**config.mk**
```make
export PLATFORM = sky130hd
export DESIGN_NAME = spike_packet_encoder
export DESIGN_NICKNAME = d
export VERILOG_FILES = /design/src/rtl/spike_packet_encoder.sv
export SDC_FILE = /design/constraint.sdc
export NUM_CORES = 1
export LEC_CHECK = 0
export CORE_ASPECT_RATIO = 0.5
export CORE_MARGIN = 2
export CORE_UTILIZATION = 45
export CTS_CLUSTER_SIZE = 12
export DETAILED_ROUTE_END_ITERATION = 8
export HOLD_SLACK_MARGIN = 0.12
export PLACE_DENSITY = 0.81
export SLEW_MARGIN = 20
export SYNTH_ARGS = -nofsm -noshare
export SYNTH_HDL_FRONTEND = slang
export SYNTH_SLANG_ARGS = --single-unit
```
**constraint.sdc**
```tcl
create_clock -name clk -period 3.92 [get_ports clk]
set_input_delay 0.588 -clock clk [delete_from_list [all_inputs] [get_ports clk]]
set_output_delay 0.588 -clock clk [all_outputs]
set_load 0.02 [all_outputs]
```
**src/rtl/spike_packet_encoder.sv**
```systemverilog
// spike_packet_encoder
// Captures one spike vector per timestep and serialises every set bit into a
// {CORE_ID, neuron index} packet on a valid/ready stream, in ascending index
// order. A one-cycle frame-done pulse reports the number of spikes sent.
module spike_packet_encoder #(
  parameter int NUM_NEURONS = 256,
  parameter int ID_W        = 8,
  parameter int CORE_ID_W   = 8,
  parameter int CORE_ID     = 0
) (
  input  logic                      clk,
  input  logic                      reset_n,
  input  logic [NUM_NEURONS-1:0]    spike_vec_i,
  input  logic                      spike_valid_i,
  output logic [CORE_ID_W+ID_W-1:0] pkt_data_o,
  output logic                      pkt_valid_o,
  input  logic                      pkt_ready_i,
  output logic                      frame_done_o,
  output logic [ID_W:0]             spike_count_o,
  output logic                      busy_o,
  output logic                      overflow_o,
  input  logic                      clear_ovf_i
);

  typedef enum logic [1:0] {
    IDLE = 2'd0,
    SCAN = 2'd1,
    DONE = 2'd2
  } state_t;

  localparam logic [ID_W-1:0]      LAST_IDX    = ID_W'(NUM_NEURONS - 1);
  localparam logic [CORE_ID_W-1:0] CORE_ID_VAL = CORE_ID_W'(CORE_ID);

  state_t                      state_reg, state_next;
  logic [NUM_NEURONS-1:0]      shadow_reg, shadow_next;
  logic [ID_W-1:0]             idx_reg, idx_next;
  logic [ID_W:0]               cnt_reg, cnt_next;
  logic [CORE_ID_W+ID_W-1:0]   pkt_data_reg, pkt_data_next;
  logic                        pkt_valid_reg, pkt_valid_next;
  logic                        frame_done_reg, frame_done_next;
  logic [ID_W:0]               spike_count_reg, spike_count_next;
  logic                        overflow_reg, overflow_next;

  // The output slot is free when empty or when its packet is taken this edge.
  logic advance;
  assign advance = !pkt_valid_reg || pkt_ready_i;

  // State and datapath registers; reset discards any frame in flight.
  always_ff @(posedge clk or negedge reset_n) begin
    if (!reset_n) begin
      state_reg       <= IDLE;
      shadow_reg      <= '0;
      idx_reg         <= '0;
      cnt_reg         <= '0;
      pkt_data_reg    <= '0;
      pkt_valid_reg   <= 1'b0;
      frame_done_reg  <= 1'b0;
      spike_count_reg <= '0;
      overflow_reg    <= 1'b0;
    end else begin
      state_reg       <= state_next;
      shadow_reg      <= shadow_next;
      idx_reg         <= idx_next;
      cnt_reg         <= cnt_next;
      pkt_data_reg    <= pkt_data_next;
      pkt_valid_reg   <= pkt_valid_next;
      frame_done_reg  <= frame_done_next;
      spike_count_reg <= spike_count_next;
      overflow_reg    <= overflow_next;
    end
  end

  // Next-state and datapath logic: capture in IDLE, one index per advance in
  // SCAN, and report the count once the last packet has been taken.
  always_comb begin
    state_next       = state_reg;
    shadow_next      = shadow_reg;
    idx_next         = idx_reg;
    cnt_next         = cnt_reg;
    pkt_data_next    = pkt_data_reg;
    pkt_valid_next   = pkt_valid_reg;
    frame_done_next  = 1'b0;
    spike_count_next = spike_count_reg;

    // A strobe arriving while a frame is in progress is dropped and flagged;
    // the set takes priority over a simultaneous clear.
    overflow_next = clear_ovf_i ? 1'b0 : overflow_reg;
    if (spike_valid_i && (state_reg != IDLE)) begin
      overflow_next = 1'b1;
    end

    case (state_reg)
      IDLE: begin
        if (spike_valid_i) begin
          shadow_next = spike_vec_i;
          idx_next    = '0;
          cnt_next    = '0;
          state_next  = SCAN;
        end
      end
      SCAN: begin
        if (advance) begin
          if (shadow_reg[idx_reg]) begin
            pkt_data_next  = {CORE_ID_VAL, idx_reg};
            pkt_valid_next = 1'b1;
            cnt_next       = cnt_reg + (ID_W+1)'(1);
          end else begin
            // Any packet still valid here was accepted on this edge.
            pkt_valid_next = 1'b0;
          end
          if (idx_reg == LAST_IDX) begin
            state_next = DONE;
          end else begin
            idx_next = idx_reg + ID_W'(1);
          end
        end
      end
      DONE: begin
        if (advance) begin
          pkt_valid_next   = 1'b0;
          frame_done_next  = 1'b1;
          spike_count_next = cnt_reg;
          state_next       = IDLE;
        end
      end
      default: begin
        state_next = IDLE;
      end
    endcase
  end

  assign pkt_data_o    = pkt_data_reg;
  assign pkt_valid_o   = pkt_valid_reg;
  assign frame_done_o  = frame_done_reg;
  assign spike_count_o = spike_count_reg;
  assign busy_o        = (state_reg != IDLE);
  assign overflow_o    = overflow_reg;

endmodule

```
==> results of run 1 <==
-- per-stage QoR --
step	instances	setup slack, ns	hold slack (ns)	instance area [um^2]	power [W]
after global routing	2116	0.124	0.483	17700	0.0117
after floorplan	1463	1.01	0.292	13700	0.00726
after CTS	2114	0.379	0.475	17700	0.0111
after detailed placement	2074	0.401	0.458	16800	0.00856
after global placement	2074	0.506	0.453	16800	0.00840
final	2117	0.361	0.473	17700	0.0111
-- area by class of cell --
| cell class | instances | area, um^2 | share of cell area, % |
|---|---|---|---|
| Inverter | 10 | 37.5 | 0.213 |
| Multi-Input combinational cell | 1065 | 5860 | 33.2 |
| Sequential cell | 295 | 7390 | 41.8 |
| Tap cell | 399 | 499 | 2.83 |
| Clock inverter | 2 | 20.0 | 0.113 |
| Antenna cell | 3 | 7.51 | 0.0425 |
| Clock buffer | 37 | 776 | 4.39 |
| Timing Repair Buffer | 306 | 3070 | 17.4 |
-- cell families after synthesis --
family	share of synthesized area (%)
adder cells (fa/ha/maj)	0.183
XOR/XNOR	0.384
other	0.0274
AO/OA/AOI/OAI	3.48
multiplexers	13.1
flip-flops	54.0
AND/OR/NAND/NOR	25.4
buffers and inverters	3.44
-- placed cells by master (no fill, tap or decap), drive strengths merged, types with 7 or more instances in the layout --
| master | count |
|---|---|
| nor2 | 18 |
| dfrtp | 295 |
| inv | 9 |
| o21ai | 11 |
| clkbuf | 37 |
| a21oi | 10 |
| clkdlybuf4s50 | 280 |
| nor2b | 10 |
| a22oi | 7 |
| nand3 | 13 |
| mux2i | 17 |
| conb | 8 |
| buf | 25 |
| mux4 | 60 |
| mux2 | 19 |
| nand2 | 815 |
-- worst paths after layout --
path,start,to,slack (ns),cells past startpoint
max,idx_reg[0]$_DFFE_PN0P_,pkt_data_o[5]$_DFFE_PN0P_,0.36,9
max reg2reg,idx_reg[0]$_DFFE_PN0P_,pkt_data_o[5]$_DFFE_PN0P_,0.36,9
min,shadow_reg[39]$_DFFE_PN0P_,shadow_reg[39]$_DFFE_PN0P_,0.47,2
min in group asynchronous,reset_n,shadow_reg[61]$_DFFE_PN0P_,0.67,2
min reg2reg,shadow_reg[39]$_DFFE_PN0P_,shadow_reg[39]$_DFFE_PN0P_,0.47,2
max in group asynchronous,reset_n,pkt_data_o[1]$_DFFE_PN0P_,2.21,3
-- power by group through the flow --
stage / logic (W) / clock network (W) / registers (W)
floorplan: 0.00281 / 0 / 0.00445
global placement: 0.00358 / 0 / 0.00482
detailed placement: 0.00372 / 0 / 0.00484
CTS: 0.00377 / 0.00253 / 0.00481
global route: 0.00414 / 0.00267 / 0.00494
finish: 0.00377 / 0.00252 / 0.00484
-- synth_stat cells, types with 6 or more instances --
| cell | count |
|---|---|
| a21oi_1 | 10 |
| a22oi_1 | 7 |
| buf_2 | 10 |
| buf_4 | 11 |
| clkbuf_1 | 66 |
| dfrtp_1 | 295 |
| inv_1 | 7 |
| mux2_2 | 18 |
| mux2i_1 | 17 |
| mux4_1 | 13 |
| mux4_2 | 47 |
| nand2_1 | 814 |
| nand2b_1 | 6 |
| nand3_1 | 12 |
| nand4_1 | 6 |
| nor2_1 | 18 |
| nor2b_1 | 10 |
| o21ai_0 | 10 |
-- layer usage --
layer	track usage [%]	vias up	wire [um]
li1	-	5210	-
met1	32.0	5647	15800
met2	42.0	394	19400
met3	4.73	111	2350
met4	12.2	0	1950
met5	0	-	0
-- worst reg2reg max path, cell delays in order (launching register included) --
cell,delay [ns]
dfrtp_4,0.63
buf_12,0.30
mux4_1,0.67
mux2_2,0.29
o2111ai_2,0.18
o221ai_2,0.11
a32oi_1,0.46
nand3_1,0.18
nand2_2,0.25
mux2_2,0.37
==> impl_metrics.yaml, run 1 <==
floorplanning:
  die_area_mm2: 0.0319
  ios: 290
  die_h_um: 127
  start_util_pct: 45.4
  row_count: 45
  core_mm2: 0.0301
  die_x_um: 251
timing:
  relSlewSlack_pct: 40.2
  hold_violations: 0
  rsz0062_at_grt: "false"
  period_minus_slack_ns: 3.56
  fmax_ghz: 0.281
  clock_skew_ns: 0.0160
  slew_viol_final: 0
  setup_violations: 0
  post-route-period-util_pct: 90.8
  worst_pin_slew_ns: 0.896
  final.setup.tns_ns: 0
synth:
  synth_cells: 1456
  synth_edf_count: 0
  synthesis.area_mm2: 0.0137
  synth.distinct_cells: 61
  yosys_warnings: 0
  avgSynthCellArea_um2: 9.39
  ys_async_sr_fraction_pct: 100
  netlist.top_cell.by_area: "dfrtp_1"
  synth-seq-cells: 295
  synth_top_area_share_pct: 54.0
  synthTopCellsByArea: "dfrtp_1, nand2_1, mux4_2, mux4_1, clkbuf_1"
  synth.yosys.seq_area_share_pct: 54.0
  synthFlopType: "dfrtp_1"
critical_path:
  crit_path_cell_trace: "buf_12, mux4_1, mux2_2, o2111ai_2, o221ai_2, a32oi_1, nand3_1, nand2_2, mux2_2"
  cp_max_fo: 39
  worst_ep_required_time_ns: 4.36
  end_kind: "flip-flop"
  max_stage_delay_ns: 0.63
  critical_path_class: "flip-flop to flip-flop"
  crit_path_top_delay_cell: "dfrtp_4"
  worstPathArrival_ns: 4.00
  crit_path_start_kind: "flip-flop"
  critPathTopFamily: "multiplexers"
  worst_path_most_repeated_cell: "mux2_2"
  worstPathBufferInverterCount: 1
cells_and_area:
  drive_gt1_share_pct: 7.93
  syn2layout_area_growth_pct: 29.1
  utilization_pct: 58.6
  fillers: 2425
  nets: 1970
  largest_reg_flops: 256
global_routing:
  grt_max_degree: 112
  grt_pass1_vias: 11700
  antenna_found_initial: 3
  grt_pass1_wl_um: 62400
  overflow: 0
  grt.total_usage_pct: 25.1
detailed_routing:
  antenna_left: 0
  dr.pass1.iters: 5
  wirelength_um: 39500
  drc: 0
  vias: 11400
  viasPerCell: 5.37
  routedWlPerCell_um: 18.7
  drt-initial-drc-count: 1141
hold_path:
  hold_path.class: "flip-flop to flip-flop"
clocking:
  post_cts_resized: 0
  insertion_delay_ns: 0.57
  tritoncts: "done"
  hold_buffers: 1
  clkTransAtPathRegs_ns: 0.06
  cts-buffers-inserted: 29
  cts_setup_buffers: 0
  cts-root-buf: "clkbuf_16"
  clock_path_buffers: 3
  h-tree-depth: 1
  cts_sinks: 295
run_status:
  status: "completed"
power:
  p_per_area_mw_per_mm2: 630
  p_comb_share_pct: 33.9
  power.internal_w: 0.00738
  clockPowerShare_pct: 22.6
  netSwitchingPower_w: 0.00375
  p_leak_nw: 8.61
  p_sw_share_pct: 33.7
  p_seq_share_pct: 43.5
  vdd_drop_max_uv: 446
placed_design:
  place.gp.congestion: 0.887
  io_buffer_count: 281
  dp_hpwl_um: 28200
flow_run:
  cap_viol_max_count: 0
No activity file was read; power rests on OpenSTA's default activity.
==> run 2, diff against run 1 <==
Settings changed: CORE_UTILIZATION 45 to 51, PLACE_DENSITY 0.81 to 0.8.
==> run 2 against run 1 <==
Final cell count down 2.8%. Combinational power about the same. Cell area down 0.59%. Clock-buffer cell count down 4. Global-route usage up 2.3 points. Critical endpoint is now pkt_data_o[7]$_DFFE_PN0P_. Hold slack worse by 0.0036 ns.
==> impl_metrics.yaml, run 2 (synthesis results as in run 1) <==
critical_path:
  end_kind: "flip-flop"
  worst_ep_required_time_ns: 4.36
  r2r_start: "idx_reg[0]$_DFFE_PN0P_"
  worstPathArrival_ns: 3.93
  cp_max_fo: 15
  critical_path_class: "flip-flop to flip-flop"
  crit_start: "idx_reg[0]$_DFFE_PN0P_"
  crit_path_start_kind: "flip-flop"
timing:
  hold_violations: 0
  final.setup.tns_ns: 0
  relSlewSlack_pct: 41.7
  clock_skew_ns: 0.0123
  worst_pin_slew_ns: 0.874
  period_minus_slack_ns: 3.49
  layout_setup_ws_ns: 0.435
  fmax_ghz: 0.287
  slew_viol_final: 0
  post-route-period-util_pct: 88.9
  rsz0062_at_grt: "false"
  setup_violations: 0
detailed_routing:
  antenna_left: 0
  wl_met2_um: 18400
  dr.pass1.iters: 5
  viasPerCell: 5.48
  wirelength_um: 38100
  routedWlPerCell_um: 18.5
  drt-initial-drc-count: 1161
  drc: 0
  route.layer.met1.wl_um: 16000
  vias: 11300
  top_layer: "met4"
  met3WireLength_um: 2600
clocking:
  cts-root-buf: "clkbuf_16"
  cts_sinks: 295
  tritoncts: "done"
  cts-buffers-inserted: 28
  h-tree-depth: 1
  clock_path_buffers: 3
  cts_setup_buffers: 0
  clkTransAtPathRegs_ns: 0.06
  post_cts_resized: 0
  hold_buffers: 1
  insertion_delay_ns: 0.56
global_routing:
  grt_pass1_vias: 11400
  grt_max_degree: 185
  grt_pass1_wl_um: 60500
  antenna_found_initial: 1
  overflow: 0
  grt.total_usage_pct: 27.5
floorplanning:
  die_x_um: 236
  row_count: 42
  start_util_pct: 51.8
  core_mm2: 0.0264
  die_h_um: 120
  ios: 290
  die_area_mm2: 0.0282
hold_path:
  hold_path.class: "flip-flop to flip-flop"
  min_from: "shadow_reg[100]$_DFFE_PN0P_"
power:
  p_per_area_mw_per_mm2: 627
  p_leak_nw: 8.58
  vdd_drop_max_uv: 408
cells_and_area:
  final_common_cell: "nand2_1"
  largest_reg_flops: 256
  fin_cells: 2058
  utilization_pct: 66.5
  nets: 1964
  drive_gt1_share_pct: 7.57
  syn2layout_area_growth_pct: 28.4
  final_cell_mix: "nand2_1, dfrtp_1, clkdlybuf4s50_1"
run_status:
  status: "completed"
flow_run:
  cap_viol_max_count: 0
placed_design:
  dp_hpwl_um: 26900
  place.gp.congestion: 0.879
  io_buffer_count: 281
  dp.cells: 2022
  place_ws_ns: 0.438
run 2: cell types whose count changed in the layout (fill, tap and decap cells not counted), sizes merged:
| cell | before | now |
|---|---|---|
| buf | 25 | 20 |
| clkbuf | 37 | 33 |
| clkinv | 3 | 4 |
| diode | 3 | 1 |
| inv | 9 | 7 |
run 2: critical path, cell delays in order (launching register included):
cell     delay, ns
dfrtp_4       0.56
buf_4         0.35
mux4_2        0.55
mux2i_1       0.33
a21oi_1       0.14
nor4_2        0.59
nand3_1       0.23
nand2_2       0.25
mux2_2        0.37
run 2: worst paths after layout:
path / depth (start not counted) / to / slack (ns)
worst max-delay path: 8 / pkt_data_o[7]$_DFFE_PN0P_ / 0.43
worst min-delay path: 2 / shadow_reg[100]$_DFFE_PN0P_ / 0.47
worst max register to register: 8 / pkt_data_o[7]$_DFFE_PN0P_ / 0.43
worst min register to register: 2 / shadow_reg[100]$_DFFE_PN0P_ / 0.47
max in group asynchronous: 3 / idx_reg[0]$_DFFE_PN0P_ / 2.31
min in group asynchronous: 2 / shadow_reg[68]$_DFFE_PN0P_ / 0.64
run 2: stage by stage:
stage               total power, W  instance area [um^2]  hold WS [ns]
global route                0.0116                 17600         0.484
floorplan                  0.00726                 13700         0.292
CTS                         0.0110                 17600         0.472
detailed placement         0.00857                 16800         0.457
finish                      0.0110                 17600         0.470
global placement           0.00842                 16800         0.452
run 2: layout make-up:
type	instances	area, um^2
clock inverters	1	16.3
clock buffers	33	739
well taps	352	440
multi-input cells	1065	5860
repair buffers	301	3070
fillers	1991	8830
inverters	10	37.5
flip-flops and latches	295	7390
diodes	1	2.50
run 2: routing by layer:
layer,up-vias,track usage [%]
li1,5204,-
met1,5584,38.0
met2,409,44.4
met3,71,5.34
met4,0,8.68
met5,-,0
run 2: power by group:
group	internal [W]	leakage, nW	switching [W]
clock network	0.00131	0.370	0.00110
logic	0.00199	4.52	0.00179
registers	0.00401	3.69	0.000809
==> run 3, diff against run 2 <==
Settings changed: SLEW_MARGIN 20 to not set.
==> results of run 3 <==
No change in the layout: final DEF, timing and power equal those of run 2.
